`src/rtl/xbit_pkg.sv`:
```
`default_nettype none
// ============================================================================
// Module      : xbit_pkg
// Description : Shared types and constants for the CB-prefixed (XBIT) op
//               sequencer: state encoding, op-group codes, shift kinds.
// Revision    : 1.0 - initial release
// ============================================================================
package xbit_pkg;

    typedef enum logic [2:0] {
        IDLE  = 3'd0,
        FETCH = 3'd1,
        MRD   = 3'd2,
        PASS1 = 3'd3,
        PASS2 = 3'd4,
        WB    = 3'd5,
        MWR   = 3'd6,
        DONE  = 3'd7
    } xbit_state_e;

    // Op group lives in op[7:6] (alu_op[4:3])
    localparam logic [1:0] SHIFT = 2'b00;
    localparam logic [1:0] BIT   = 2'b01;
    localparam logic [1:0] RES   = 2'b10;
    localparam logic [1:0] SET   = 2'b11;

    // Register field value selecting the (HL) memory operand
    localparam logic [2:0] REG_HL = 3'b110;

    // Shift kinds in op[5:3] (alu_op[2:0]); bit 0 set means a right shift
    localparam logic [2:0] SH_RLC = 3'd0;
    localparam logic [2:0] SH_RRC = 3'd1;
    localparam logic [2:0] SH_RL  = 3'd2;
    localparam logic [2:0] SH_RR  = 3'd3;
    localparam logic [2:0] SH_SLA = 3'd4;
    localparam logic [2:0] SH_SRA = 3'd5;
    localparam logic [2:0] SH_SLL = 3'd6;
    localparam logic [2:0] SH_SRL = 3'd7;

    // 1 when the byte holds an even number of ones
    function automatic logic even_parity(input logic [7:0] v);
        return ~(^v);
    endfunction

endpackage
`default_nettype wire

```
`src/rtl/xbit_cin_select.sv`:
```
`default_nettype none
// ============================================================================
// Module      : xbit_cin_select
// Description : Picks the shift-in bit and nibble order for the first ALU
//               pass from the latched op, the operand byte and flag C.
// Revision    : 1.0 - initial release
// ============================================================================
module xbit_cin_select
    import xbit_pkg::*;
(
    input  logic [4:0] alu_op,
    input  logic [7:0] operand,
    input  logic       flag_c,
    output logic       first_cin,
    output logic       first_hi
);

    // Right shifts start on the high nibble so the carry ripples downward
    always_comb begin
        first_cin = 1'b0;
        first_hi  = 1'b0;
        if (alu_op[4:3] == SHIFT) begin
            first_hi = alu_op[0];
            case (alu_op[2:0])
                SH_RLC:  first_cin = operand[7];
                SH_RRC:  first_cin = operand[0];
                SH_RL:   first_cin = flag_c;
                SH_RR:   first_cin = flag_c;
                SH_SLA:  first_cin = 1'b0;
                SH_SRA:  first_cin = operand[7];
                SH_SLL:  first_cin = 1'b1;
                SH_SRL:  first_cin = 1'b0;
                default: first_cin = 1'b0;
            endcase
        end
    end

endmodule
`default_nettype wire

```
`src/rtl/xbit_sequencer.sv`:
```
`default_nettype none
// ============================================================================
// Module      : xbit_sequencer
// Description : Sequences CB-prefixed shift/BIT/RES/SET ops: fetches the op
//               byte, reads the operand (register or (HL)), drives two nibble
//               passes through the shared ALU, writes back and updates flags.
// Revision    : 1.0 - initial release
// ============================================================================
module xbit_sequencer
    import xbit_pkg::*;
#(
    parameter int unsigned HOLD_MAX = 16
) (
    input  logic       CLK,
    input  logic       notReset,
    input  logic       xbit_start,
    input  logic       flush,
    output logic       op_req,
    input  logic       op_ack,
    input  logic [7:0] op_data,
    output logic       mem_req,
    output logic       mem_we,
    input  logic       mem_ack,
    input  logic [7:0] mem_rdata,
    output logic [7:0] mem_wdata,
    output logic [2:0] reg_sel,
    input  logic [7:0] reg_rdata,
    output logic       reg_we,
    output logic [7:0] reg_wdata,
    output logic [4:0] alu_op,
    output logic       alu_hi,
    output logic [3:0] alu_din,
    output logic       alu_cin,
    input  logic [3:0] alu_dout,
    input  logic       alu_cout,
    input  logic       flag_c_in,
    output logic       flag_we,
    output logic       flag_s,
    output logic       flag_z,
    output logic       flag_pv,
    output logic       flag_c,
    output logic       busy,
    output logic       done,
    output logic       bus_err
);

    localparam int CW = (HOLD_MAX < 2) ? 1 : $clog2(HOLD_MAX + 1);

    xbit_state_e r_state;
    logic        r_op_req, r_mem_req, r_mem_we, r_reg_we, r_flag_we;
    logic        r_busy, r_done, r_bus_err, r_cin;
    logic        r_flag_s, r_flag_z, r_flag_pv, r_flag_c;
    logic [2:0]  r_reg_sel;
    logic [4:0]  r_alu_op;
    logic [7:0]  r_operand, r_result;
    logic [CW-1:0] r_cnt;

    logic       w_first_cin, w_first_hi, w_in_pass, w_hi, w_timeout;
    logic [1:0] w_group;
    logic [7:0] w_src, w_final;

    assign w_group   = r_alu_op[4:3];
    assign w_in_pass = (r_state == PASS1) || (r_state == PASS2);
    // Register operand is read live during the first pass, then held
    assign w_src     = ((r_state == PASS1) && (r_reg_sel != REG_HL)) ? reg_rdata : r_operand;
    assign w_hi      = (r_state == PASS1) ? w_first_hi :
                       (r_state == PASS2) ? ~w_first_hi : 1'b0;
    assign w_final   = w_hi ? {alu_dout, r_result[3:0]} : {r_result[7:4], alu_dout};
    assign w_timeout = (HOLD_MAX != 0) &&
                       ({{(32-CW){1'b0}}, r_cnt} == (HOLD_MAX - 32'd1));

    xbit_cin_select u_cin_select (
        .alu_op    (r_alu_op),
        .operand   (w_src),
        .flag_c    (flag_c_in),
        .first_cin (w_first_cin),
        .first_hi  (w_first_hi)
    );

    // Main sequencer: state, bus strobes, operand/result latches and flags
    always_ff @(posedge CLK or negedge notReset) begin
        if (!notReset) begin
            r_state   <= IDLE;
            r_op_req  <= 1'b0;
            r_mem_req <= 1'b0;
            r_mem_we  <= 1'b0;
            r_reg_we  <= 1'b0;
            r_flag_we <= 1'b0;
            r_busy    <= 1'b0;
            r_done    <= 1'b0;
            r_bus_err <= 1'b0;
            r_cin     <= 1'b0;
            r_flag_s  <= 1'b0;
            r_flag_z  <= 1'b0;
            r_flag_pv <= 1'b0;
            r_flag_c  <= 1'b0;
            r_reg_sel <= 3'd0;
            r_alu_op  <= 5'd0;
            r_operand <= 8'd0;
            r_result  <= 8'd0;
            r_cnt     <= '0;
        end else begin
            r_reg_we  <= 1'b0;
            r_flag_we <= 1'b0;
            r_done    <= 1'b0;
            r_bus_err <= 1'b0;
            if (flush) begin
                r_state   <= IDLE;
                r_busy    <= 1'b0;
                r_op_req  <= 1'b0;
                r_mem_req <= 1'b0;
                r_mem_we  <= 1'b0;
            end else begin
                case (r_state)
                    IDLE: begin
                        if (xbit_start) begin
                            r_state  <= FETCH;
                            r_busy   <= 1'b1;
                            r_op_req <= 1'b1;
                            r_cnt    <= '0;
                        end
                    end
                    FETCH: begin
                        if (op_ack) begin
                            r_op_req  <= 1'b0;
                            r_reg_sel <= op_data[2:0];
                            r_alu_op  <= op_data[7:3];
                            if (op_data[2:0] == REG_HL) begin
                                r_state   <= MRD;
                                r_mem_req <= 1'b1;
                                r_mem_we  <= 1'b0;
                                r_cnt     <= '0;
                            end else begin
                                r_state <= PASS1;
                            end
                        end else if (w_timeout) begin
                            r_state   <= IDLE;
                            r_busy    <= 1'b0;
                            r_op_req  <= 1'b0;
                            r_bus_err <= 1'b1;
                        end else begin
                            r_cnt <= r_cnt + 1'b1;
                        end
                    end
                    MRD: begin
                        if (mem_ack) begin
                            r_mem_req <= 1'b0;
                            r_operand <= mem_rdata;
                            r_state   <= PASS1;
                        end else if (w_timeout) begin
                            r_state   <= IDLE;
                            r_busy    <= 1'b0;
                            r_mem_req <= 1'b0;
                            r_bus_err <= 1'b1;
                        end else begin
                            r_cnt <= r_cnt + 1'b1;
                        end
                    end
                    PASS1: begin
                        r_operand <= w_src;
                        r_result  <= w_final;
                        r_cin     <= alu_cout;
                        r_state   <= PASS2;
                    end
                    PASS2: begin
                        r_result  <= w_final;
                        r_flag_s  <= w_final[7];
                        r_flag_z  <= (w_final == 8'd0);
                        r_flag_pv <= even_parity(w_final);
                        r_flag_c  <= (w_group == SHIFT) ? alu_cout : flag_c_in;
                        if (w_group == BIT) begin
                            r_state   <= DONE;
                            r_done    <= 1'b1;
                            r_flag_we <= 1'b1;
                        end else if (r_reg_sel == REG_HL) begin
                            r_state   <= MWR;
                            r_mem_req <= 1'b1;
                            r_mem_we  <= 1'b1;
                            r_cnt     <= '0;
                        end else begin
                            r_state  <= WB;
                            r_reg_we <= 1'b1;
                        end
                    end
                    WB: begin
                        r_state   <= DONE;
                        r_done    <= 1'b1;
                        r_flag_we <= (w_group == SHIFT);
                    end
                    MWR: begin
                        if (mem_ack) begin
                            r_mem_req <= 1'b0;
                            r_mem_we  <= 1'b0;
                            r_state   <= DONE;
                            r_done    <= 1'b1;
                            r_flag_we <= (w_group == SHIFT);
                        end else if (w_timeout) begin
                            r_state   <= IDLE;
                            r_busy    <= 1'b0;
                            r_mem_req <= 1'b0;
                            r_mem_we  <= 1'b0;
                            r_bus_err <= 1'b1;
                        end else begin
                            r_cnt <= r_cnt + 1'b1;
                        end
                    end
                    DONE: begin
                        r_state <= IDLE;
                        r_busy  <= 1'b0;
                    end
                    default: begin
                        r_state <= IDLE;
                        r_busy  <= 1'b0;
                    end
                endcase
            end
        end
    end

    // Write strobes are masked by flush so an abort never lands a write
    assign op_req    = r_op_req;
    assign mem_req   = r_mem_req & ~flush;
    assign mem_we    = r_mem_we  & ~flush;
    assign reg_we    = r_reg_we  & ~flush;
    assign flag_we   = r_flag_we & ~flush;
    assign mem_wdata = r_result;
    assign reg_wdata = r_result;
    assign reg_sel   = r_reg_sel;
    assign alu_op    = r_alu_op;
    assign alu_hi    = w_hi;
    assign alu_din   = w_in_pass ? (w_hi ? w_src[7:4] : w_src[3:0]) : 4'd0;
    assign alu_cin   = (r_state == PASS1) ? w_first_cin :
                       (r_state == PASS2) ? r_cin : 1'b0;
    assign flag_s    = r_flag_s;
    assign flag_z    = r_flag_z;
    assign flag_pv   = r_flag_pv;
    assign flag_c    = r_flag_c;
    assign busy      = r_busy;
    assign done      = r_done;
    assign bus_err   = r_bus_err;

endmodule
`default_nettype wire

```
`config.mk`:
```
export PLATFORM = sky130hd
export DESIGN_NAME = xbit_sequencer
export DESIGN_NICKNAME = d
export VERILOG_FILES = /design/src/rtl/xbit_pkg.sv /design/src/rtl/xbit_cin_select.sv /design/src/rtl/xbit_sequencer.sv
export SDC_FILE = /design/constraint.sdc
export NUM_CORES = 1
export LEC_CHECK = 0
export CAP_MARGIN = 20
export CORE_MARGIN = 2
export CORE_UTILIZATION = 23
export CTS_BUF_LIST = sky130_fd_sc_hd__clkbuf_4
export CTS_CLUSTER_DIAMETER = 100
export DETAILED_ROUTE_END_ITERATION = 12
export SETUP_SLACK_MARGIN = 0.2
export SLEW_MARGIN = 20
export SYNTH_ARGS = -nofsm -noshare
export SYNTH_HDL_FRONTEND = slang
export SYNTH_SLANG_ARGS = --single-unit
```
`constraint.sdc`:
```
create_clock -name CLK -period 2.6 [get_ports CLK]
set_input_delay 0.39 -clock CLK [delete_from_list [all_inputs] [get_ports CLK]]
set_output_delay 0.39 -clock CLK [all_outputs]
set_load 0.05 [all_outputs]
```
==> results.yml, run 1 <==
finish:
  syn_to_final_growth_pct: 46.0
  fin_util: 0.344
  mostFrequentLayoutCell: "clkdlybuf4s50_1"
  nNetsFinal: 382
  layout_common_cells: "clkdlybuf4s50_1 (66), dfrtp_1 (42), buf_4 (22)"
  drive_gt1_frac: 0.260
  fill_cells: 1145
run_status:
  outcome: "complete, no violations"
logic_synthesis:
  ys_ff_latch: 45
  syn-mean-instance-area_um2: 10.7
  ys_types: 58
  synth-main-ff-cell: "dfrtp_1"
  syn_area_um2: 2700
  synthesis.nets: 293
  seq_area_frac_synth: 0.417
  syn_inst: 252
  synth_edf_count: 0
  synth.top_cell.area_share: 0.417
  synth_area_leaders: "dfrtp_1 (42%), mux2_2 (6.7%), mux4_2 (4.2%)"
  async_flop_share: 1.00
  synth_warnings: 0
  yosys.area.top_type: "dfrtp_1"
grt:
  grt_usage: 0.124
  grt-ovfl-total: 0
  grt_pass1_wl_mm: 12.7
  grt_pass1_vias: 2530
  antenna_found_initial: 1
  grt_start_max_net_pins: 46
worst_setup_path:
  worstSetupPathDepth: 7
  r2r_cells: 10
  critPathKind: "reg -> out"
  worstPathRequired_ns: 2.21
  arrival_ns: 2.09
  cp_num_buf_inv: 3
  cp-start-kind: "flop"
  cpLargestDelayFamily: "multiplexers"
  critPathMostFrequentCell: "buf_6"
  critPathLaunch: "alu_op[4]$_DFFE_PN0P_"
  critical_path.cell_chain: "nor3b_4 -> mux2i_4 -> buf_6 -> inv_4 -> mux4_2 -> nor2b_4 -> buf_6"
  end_kind: "primary output"
  rr_startpoint: "alu_op[4]$_DFFE_PN0P_"
  ff2ff_setup_slack_ns: 0.26
  critPathMaxFanout: 2
  cp_slowest_cell: "dfrtp_2"
  max_stage_delay_ns: 0.45
detailed_routing:
  viasPerCell: 4.92
  firstDrtPassIters: 4
  wl_per_cell_um: 15.8
  drt_iter0_drc: 142
  routed_wl_mm: 7.66
  vias: 2390
  drc: 0
  final_antenna_net_count: 0
timing:
  fmax_mhz: 403
  period_share: 0.954
  fin_ws_ns: 0.119
  slew_violations: 0
  rsz0062_at_grt: "yes"
  relSlewSlack: 0.533
  tightest_slew_ns: 0.691
  post-route-min-period_ns: 2.48
  final_hold_viol_count: 0
  setup-violations-final: 0
  finalSetupTns_ns: 0
  fin_skew_ns: 0.0208
clock_tree:
  cts.clk_slew.worst_paths_ns: 0.14
  clock_path_buffers: 2
  clk_latency_ns: 0.36
  cts_tree: "yes"
  cts.sinks: 45
  htreeDepth: 2
  cts_made_buffers: 5
  root_buffer: "clkbuf_4"
min_path:
  holdCritPathClass: "in -> async"
die:
  dieArea_um2: 12600
  initial_core_util: 0.236
  num_io_pins: 78
  dieWidth_um: 112
  die_h_um: 112
  coreArea_um2: 11500
  rows: 39
power_and_ir_drop:
  cellPowerDensity_nw_per_um2: 816
  ir_drop_uv: 620
  p_leak_nw: 1.63
placed_design:
  place.port_buffers: 77
  hpwl_mm: 5.66
  post-place-ws_ns: 0.216
  gp_congestion: 0.849
run:
  cap_violations: 0
-- sequential cells by signal (all words and copies together) (netlist names) --
| register | flops |
|---|---|
| alu_op | 5 |
| bus_err | 1 |
| busy | 1 |
| done | 1 |
| flag_c | 1 |
| flag_pv | 1 |
| flag_s | 1 |
| flag_z | 1 |
| mem_wdata | 8 |
| op_req | 1 |
| r_cin | 1 |
| r_cnt | 5 |
| r_flag_we | 1 |
| r_mem_req | 1 |
| r_mem_we | 1 |
| r_operand | 8 |
| r_reg_we | 1 |
| r_state | 3 |
| reg_sel | 3 |
-- routing by layer --
layer / up-vias / global-route usage / wire (um)
met5: - / 0 / 0
li1: 1126 / - / -
met3: 4 / 0.0205 / 287
met4: 0 / 0.0423 / 78
met1: 1191 / 0.169 / 3680
met2: 69 / 0.200 / 3620
-- what timing repair did --
| item | in CTS | in global routing |
|---|---|---|
| setup endpoints to repair | 5 | 6 |
| setup buffers | 10 | 4 |
| pin swaps | 2 | 7 |
| gates resized for setup | 11 | 4 |
| hold buffers | 0 | 0 |
-- worst paths after layout --
| kind | endpoint |
|---|---|
| max reg2reg | flag_pv$_DFFE_PN0P_ |
| min in group CLK | flag_z$_DFFE_PN0P_ |
| min | r_cnt[0]$_DFFE_PN0P_ |
| max in group asynchronous | alu_op[4]$_DFFE_PN0P_ |
| max | alu_din[3] |
| min reg2reg | flag_z$_DFFE_PN0P_ |
-- cell type report --
cell class / instances / area (um^2) / area share
Clock buffer: 6 / 45.0 / 0.0114
Multi-Input combinational cell: 177 / 1490 / 0.376
Timing Repair Buffer: 102 / 1030 / 0.261
Tap cell: 143 / 179 / 0.0454
Clock inverter: 2 / 33.8 / 0.00856
Antenna cell: 1 / 2.50 / 0.000634
Sequential cell: 45 / 1130 / 0.286
Inverter: 10 / 40.0 / 0.0101
-- per-stage QoR --
stage          total power (W)  hold WS [ns]  area [um^2]  std cells
6_report               0.00322         0.101         3950        486
3_5_place_dp           0.00271         0.480         3700        463
4_1_cts                0.00322         0.124         3890        481
5_1_grt                0.00339         0.142         3950        486
2_1_floorplan          0.00220        0.0944         2740        252
3_3_place_gp           0.00269         0.474         3700        463
-- synthesized netlist by cell type (2+ instances only) --
library cell	n
nand4_1	4
o21ai_0	13
nor3b_2	2
xnor2_1	2
a2bb2oi_1	7
nand3b_1	3
o21a_1	2
nand2b_1	3
inv_1	9
nand3_1	5
nor3_1	3
nand4b_1	2
mux4_2	5
and4_1	2
clkbuf_1	5
mux2_4	4
ha_1	5
o22ai_1	9
buf_4	10
buf_2	4
a21oi_1	8
a21boi_0	2
nor2b_1	11
mux2_2	16
a41oi_1	2
mux2i_1	9
or3b_2	2
nand2_1	12
nor2_1	13
o221ai_1	2
and3b_1	2
and3_1	3
dfrtp_1	45
a221oi_1	2
-- power breakdown --
part / total, W / switching (W) / internal, W / leakage (nW)
combinational: 0.00168 / 0.000962 / 0.000718 / 1.03
sequential: 0.00109 / 0.000185 / 0.000902 / 0.566
clock: 0.000451 / 0.000240 / 0.000211 / 0.0433
-- logic make-up (layout without fill, tap and decap cells) --
logic type | count (synthesis) | count (layout) | synth area share
buf+inv | 30 | 120 | 0.0574
fa+ha+maj | 5 | 5 | 0.0231
flops | 45 | 45 | 0.417
simple gates | 74 | 74 | 0.162
compound gates | 60 | 60 | 0.159
mux | 35 | 35 | 0.172
xor+xnor | 3 | 3 | 0.00972
other cells | 0 | 1 | 0
(Power assumes the default switching activity.)
==> run 2: changes to the inputs <==
GPL_TIMING_DRIVEN = 0   (was not set)
==> run 2 against run 1 <==
Net effect: critical path depth unchanged; routed wire length down 1.4%; non-clock buffer count is 13 higher; setup slack got worse by 0.12 ns; highest routed layer unchanged; via count is essentially flat; fmax fell by 4.5%; total power down 1.4%; utilization is 0.70 points higher.
==> results.yml, run 2 (same netlist as run 1, synthesis figures left out) <==
run_status:
  outcome: "complete, no violations"
clock_tree:
  htreeDepth: 2
  cts_tree: "yes"
  clock_path_buffers: 2
  cts.sinks: 45
  cts.clk_slew.worst_paths_ns: 0.16
  cts_made_buffers: 5
  root_buffer: "clkbuf_4"
  clk_latency_ns: 0.37
finish:
  layout_common_cells: "clkdlybuf4s50_1 (68), dfrtp_1 (40), buf_4 (23)"
  fin_area_um2: 4030
  drive_gt1_frac: 0.279
  nNetsFinal: 395
  fin_util: 0.351
  mostFrequentLayoutCell: "clkdlybuf4s50_1"
  syn_to_final_growth_pct: 48.9
grt:
  antenna_found_initial: 1
  grt_busiest_layer: "met2"
  met1_usage: 0.166
  use_met2: 0.193
  grt_pass1_wl_mm: 12.4
  grt-ovfl-total: 0
  grt_pass1_vias: 2424
  grt_start_max_net_pins: 32
  grt_usage: 0.122
  use_met3: 0.0221
timing:
  slew_violations: 0
  relSlewSlack: 0.468
  holdWs_ns: 0.449
  post-route-min-period_ns: 2.60
  tightest_slew_ns: 0.794
  rsz0062_at_grt: "yes"
  final_hold_viol_count: 0
  fmax_mhz: 385
  fin_skew_ns: 0.0280
  period_share: 0.999
  setup-violations-final: 0
worst_setup_path:
  r2r_cells: 11
  r2r-end: "flag_pv$_DFFE_PN0P_"
  cp_slowest_cell: "mux4_2"
  arrival_ns: 2.21
  max_stage_delay_ns: 0.51
  end_kind: "primary output"
  critPathMostFrequentCell: "buf_6"
  critPathKind: "reg -> out"
  cp_num_buf_inv: 3
  worstPathRequired_ns: 2.21
  critical_path.cell_chain: "and3b_1 -> buf_6 -> nand2_4 -> buf_6 -> mux4_2 -> nor2b_4 -> buf_8"
  cp-start-kind: "flop"
  worstSetupPathDepth: 7
  cpLargestDelayFamily: "multiplexers"
  critPathLaunch: "r_state[1]$_DFFE_PN0P_"
  ff2ff_setup_slack_ns: 0.14
  rr_startpoint: "alu_op[4]$_DFFE_PN0P_"
  endpoint: "alu_din[2]"
  critPathMaxFanout: 5
die:
  initial_core_util: 0.236
  dieArea_um2: 12600
  coreArea_um2: 11500
  num_io_pins: 78
  dieWidth_um: 112
  rows: 39
  die_h_um: 112
power_and_ir_drop:
  ir_drop_uv: 688
  cellPowerDensity_nw_per_um2: 788
  p_leak_nw: 1.69
detailed_routing:
  drc: 0
  final_antenna_net_count: 0
  wl_per_cell_um: 15.1
  drt_iter0_drc: 123
  viasPerCell: 4.79
  vias: 2391
  firstDrtPassIters: 5
  routed_wl_mm: 7.55
run:
  cap_violations: 0
placed_design:
  gp_congestion: 0.879
  placed_area_um2: 3690
  hpwl_mm: 5.61
  place.port_buffers: 76
min_path:
  holdCritPathClass: "in -> async"
[run 2: layout make-up]
cell class	count	area (um^2)
Fill cell	1168	7440
Multi-Input combinational cell	177	1540
Sequential cell	45	1130
Timing Repair Buffer	95	941
Tap cell	143	179
Buffer	20	140
Clock buffer	5	37.5
Inverter	10	37.5
Clock inverter	3	17.5
Antenna cell	1	2.50
[run 2: how the worst min path moves through the flow]
stage	start	to	cells past startpoint
finish	notReset	alu_op[2]$_DFFE_PN0P_	2
global route	notReset	r_cnt[4]$_DFFE_PN0P_	2
CTS	notReset	r_cnt[4]$_DFFE_PN0P_	2
detailed placement	notReset	r_cnt[4]$_DFFE_PN0P_	1
global placement	flag_c$_DFFE_PN0P_	flag_c$_DFFE_PN0P_	2
floorplan	notReset	alu_op[0]$_DFFE_PN0P_	0
[run 2: power by group]
part / switching, W / leakage, nW / internal [W]
Combinational: 0.000975 / 1.10 / 0.000770
Clock: 0.000243 / 0.0326 / 0.000103
Sequential: 0.000181 / 0.563 / 0.000902
[run 2: what timing repair did]
item	4_1_cts	5_1_grt
setup buffers	14	3
endpoints found under the hold margin	14	0
pin swaps	6	9
endpoints found under the setup margin	11	7
resized for setup	55	18
hold buffers	1	0
gates cloned	0	0
[run 2: routing by layer]
layer  vias up  routed length (um)
met3        10                 355
met5         -                   0
li1       1146                   -
met4         0                 150
met1      1147                3590
met2        88                3460
[run 2: metrics by stage]
step           worst slack, ns  cells  power (W)  TNS [ns]
2_1_floorplan            0.151    252    0.00220         0
3_3_place_gp            -0.446    471    0.00271     -9.05
3_5_place_dp            -0.436    472    0.00273     -1.67
4_1_cts                0.00294    495    0.00317         0
5_1_grt                -0.0840    499    0.00337    -0.287
6_report               0.00272    499    0.00317         0
==> run 3: changes to the inputs <==
clock period = 2.1 ns   (was 2.6 ns; I/O delays follow)
==> run 3 against run 2 <==
Net effect: the run now ends with negative setup slack left; clock skew down 0.011 ns; sequential share of layout area down 1.4 points; first-iteration DRC count down 3.3%; die area unchanged; total power up 24%; cell area up 5.7%; critical path depth unchanged; setup slack worse by 0.42 ns; sequential power up 24%; cell count up 1.6%; worst hold slack better by 0.038 ns; register-to-register slack worse by 0.43 ns; critical endpoint is now alu_cin; largest cell class unchanged.
==> results.yml, run 3 (same netlist as run 1, synthesis figures left out) <==
timing:
  fin_skew_ns: 0.0173
  fin_ws_ns: -0.415
  slew_violations: 0
  relSlewSlack: 0.589
  rsz0062_at_grt: "yes"
  fmax_mhz: 398
  post-route-min-period_ns: 2.52
  finalSetupTns_ns: -2.24
  final_hold_viol_count: 0
  tightest_slew_ns: 0.616
  setup-violations-final: 7
  period_share: 1.20
run_status:
  violations: "negative setup slack"
  outcome: "finished, violations left"
die:
  num_io_pins: 78
  dieWidth_um: 112
  initial_core_util: 0.236
  die_h_um: 112
  coreArea_um2: 11500
  dieArea_um2: 12600
  rows: 39
min_path:
  holdCritPathClass: "in -> async"
grt:
  grt_start_max_net_pins: 24
  grt_pass1_vias: 2470
  antenna_found_initial: 0
  grt_usage: 0.127
  grt-ovfl-total: 0
  grt_pass1_wl_mm: 12.9
placed_design:
  gp_congestion: 0.832
  post-place-ws_ns: -0.829
  place.port_buffers: 76
  hpwl_mm: 5.78
  dp_cells: 472
finish:
  drive_gt1_frac: 0.363
  diodes: 0
  mostFrequentLayoutCell: "dfrtp_1"
  final_cells: 507
  nNetsFinal: 404
  fill_cells: 1142
  layout_common_cells: "dfrtp_1 (37), clkdlybuf4s50_1 (33), buf_4 (32)"
  fin_util: 0.371
  syn_to_final_growth_pct: 57.5
detailed_routing:
  wl_met1_mm: 3.55
  viasPerCell: 4.87
  wl_per_cell_um: 16.0
  drc: 0
  firstDrtPassIters: 4
  routed_wl_mm: 8.11
  vias: 2470
  drt_iter0_drc: 119
  met3WireLength_um: 411
  final_antenna_net_count: 0
  route.met2.wl_mm: 4.12
  top_layer: "met4"
worst_setup_path:
  end_kind: "primary output"
  worstPathRequired_ns: 1.78
  r2r-end: "flag_pv$_DFFE_PN0P_"
  r2r_cells: 10
  ff2ff_setup_slack_ns: -0.29
  arrival_ns: 2.20
  rr_startpoint: "alu_op[3]$_DFFE_PN0P_"
  cp-start-kind: "flop"
  critPathKind: "reg -> out"
  critPathMaxFanout: 6
clock_tree:
  clk_latency_ns: 0.36
  clock_path_buffers: 2
  htreeDepth: 2
  cts_tree: "yes"
  cts.sinks: 45
  cts_made_buffers: 5
  root_buffer: "clkbuf_4"
  cts.clk_slew.worst_paths_ns: 0.15
run:
  cap_violations: 0
power_and_ir_drop:
  ir_drop_uv: 725
  cellPowerDensity_nw_per_um2: 924
  p_leak_nw: 1.91
## run 3: what timing repair did
action,CTS,global route
gates resized for setup,102,40
hold buffers,1,0
endpoints found under the setup margin,66,45
hold endpoints to repair,22,0
pin swaps,9,9
buffers inserted,19,7
## run 3: through the flow
step / power (W) / hold WS, ns / area (um^2)
after floorplan: 0.00276 / 0.0194 / 2790
after global placement: 0.00341 / 0.485 / 3720
after detailed placement: 0.00345 / 0.354 / 3750
after CTS: 0.00387 / 0.470 / 4030
after global routing: 0.00416 / 0.513 / 4260
final: 0.00393 / 0.487 / 4260
## run 3: area by class of cell
| type | instances | area (um^2) | area share |
|---|---|---|---|
| multi-input combinational | 177 | 1690 | 0.396 |
| sequential | 45 | 1140 | 0.267 |
| timing repair buffer | 104 | 1000 | 0.236 |
| tap | 143 | 179 | 0.0420 |
| buffer | 20 | 158 | 0.0370 |
| clock buffer | 5 | 37.5 | 0.00882 |
| inverter | 10 | 37.5 | 0.00882 |
| clock inverter | 3 | 17.5 | 0.00412 |
## run 3: report_power, final
part	total, W	internal, W	switching, W
Clock	0.000437	0.000127	0.000310
Sequential	0.00134	0.00112	0.000222
Combinational	0.00215	0.000891	0.00126
Total	0.00393	0.00214	0.00179
## run 3: layer usage
| metal | vias up | GRT usage |
|---|---|---|
| met5 | - | 0 |
| met4 | 0 | 0.0195 |
| met3 | 2 | 0.0248 |
| met2 | 75 | 0.218 |
| met1 | 1222 | 0.171 |
| li1 | 1171 | - |
## run 3: worst max-delay path by stage
stage                             end  cells after the start                    from  slack, ns
6_report                      alu_cin                      7  r_state[2]$_DFFE_PN0P_      -0.42
5_1_grt                       alu_cin                      7  r_state[2]$_DFFE_PN0P_      -0.51
4_1_cts                       alu_cin                      7  r_state[2]$_DFFE_PN0P_      -0.42
3_5_place_dp                  alu_cin                      7  r_state[1]$_DFFE_PN0P_      -0.83
3_3_place_gp   reg_sel[1]$_DFFE_PN0P_                      1                notReset      -0.80
2_1_floorplan     flag_pv$_DFFE_PN0P_                      9   alu_op[0]$_DFFE_PN0P_      -0.19
## run 3: critical path, cell delays in order (launching register included)
cell,delay (ns)
dfrtp_2,0.44
and3b_1,0.24
buf_6,0.16
nand2_8,0.06
buf_6,0.14
mux4_2,0.32
o311ai_4,0.27
buf_6,0.20
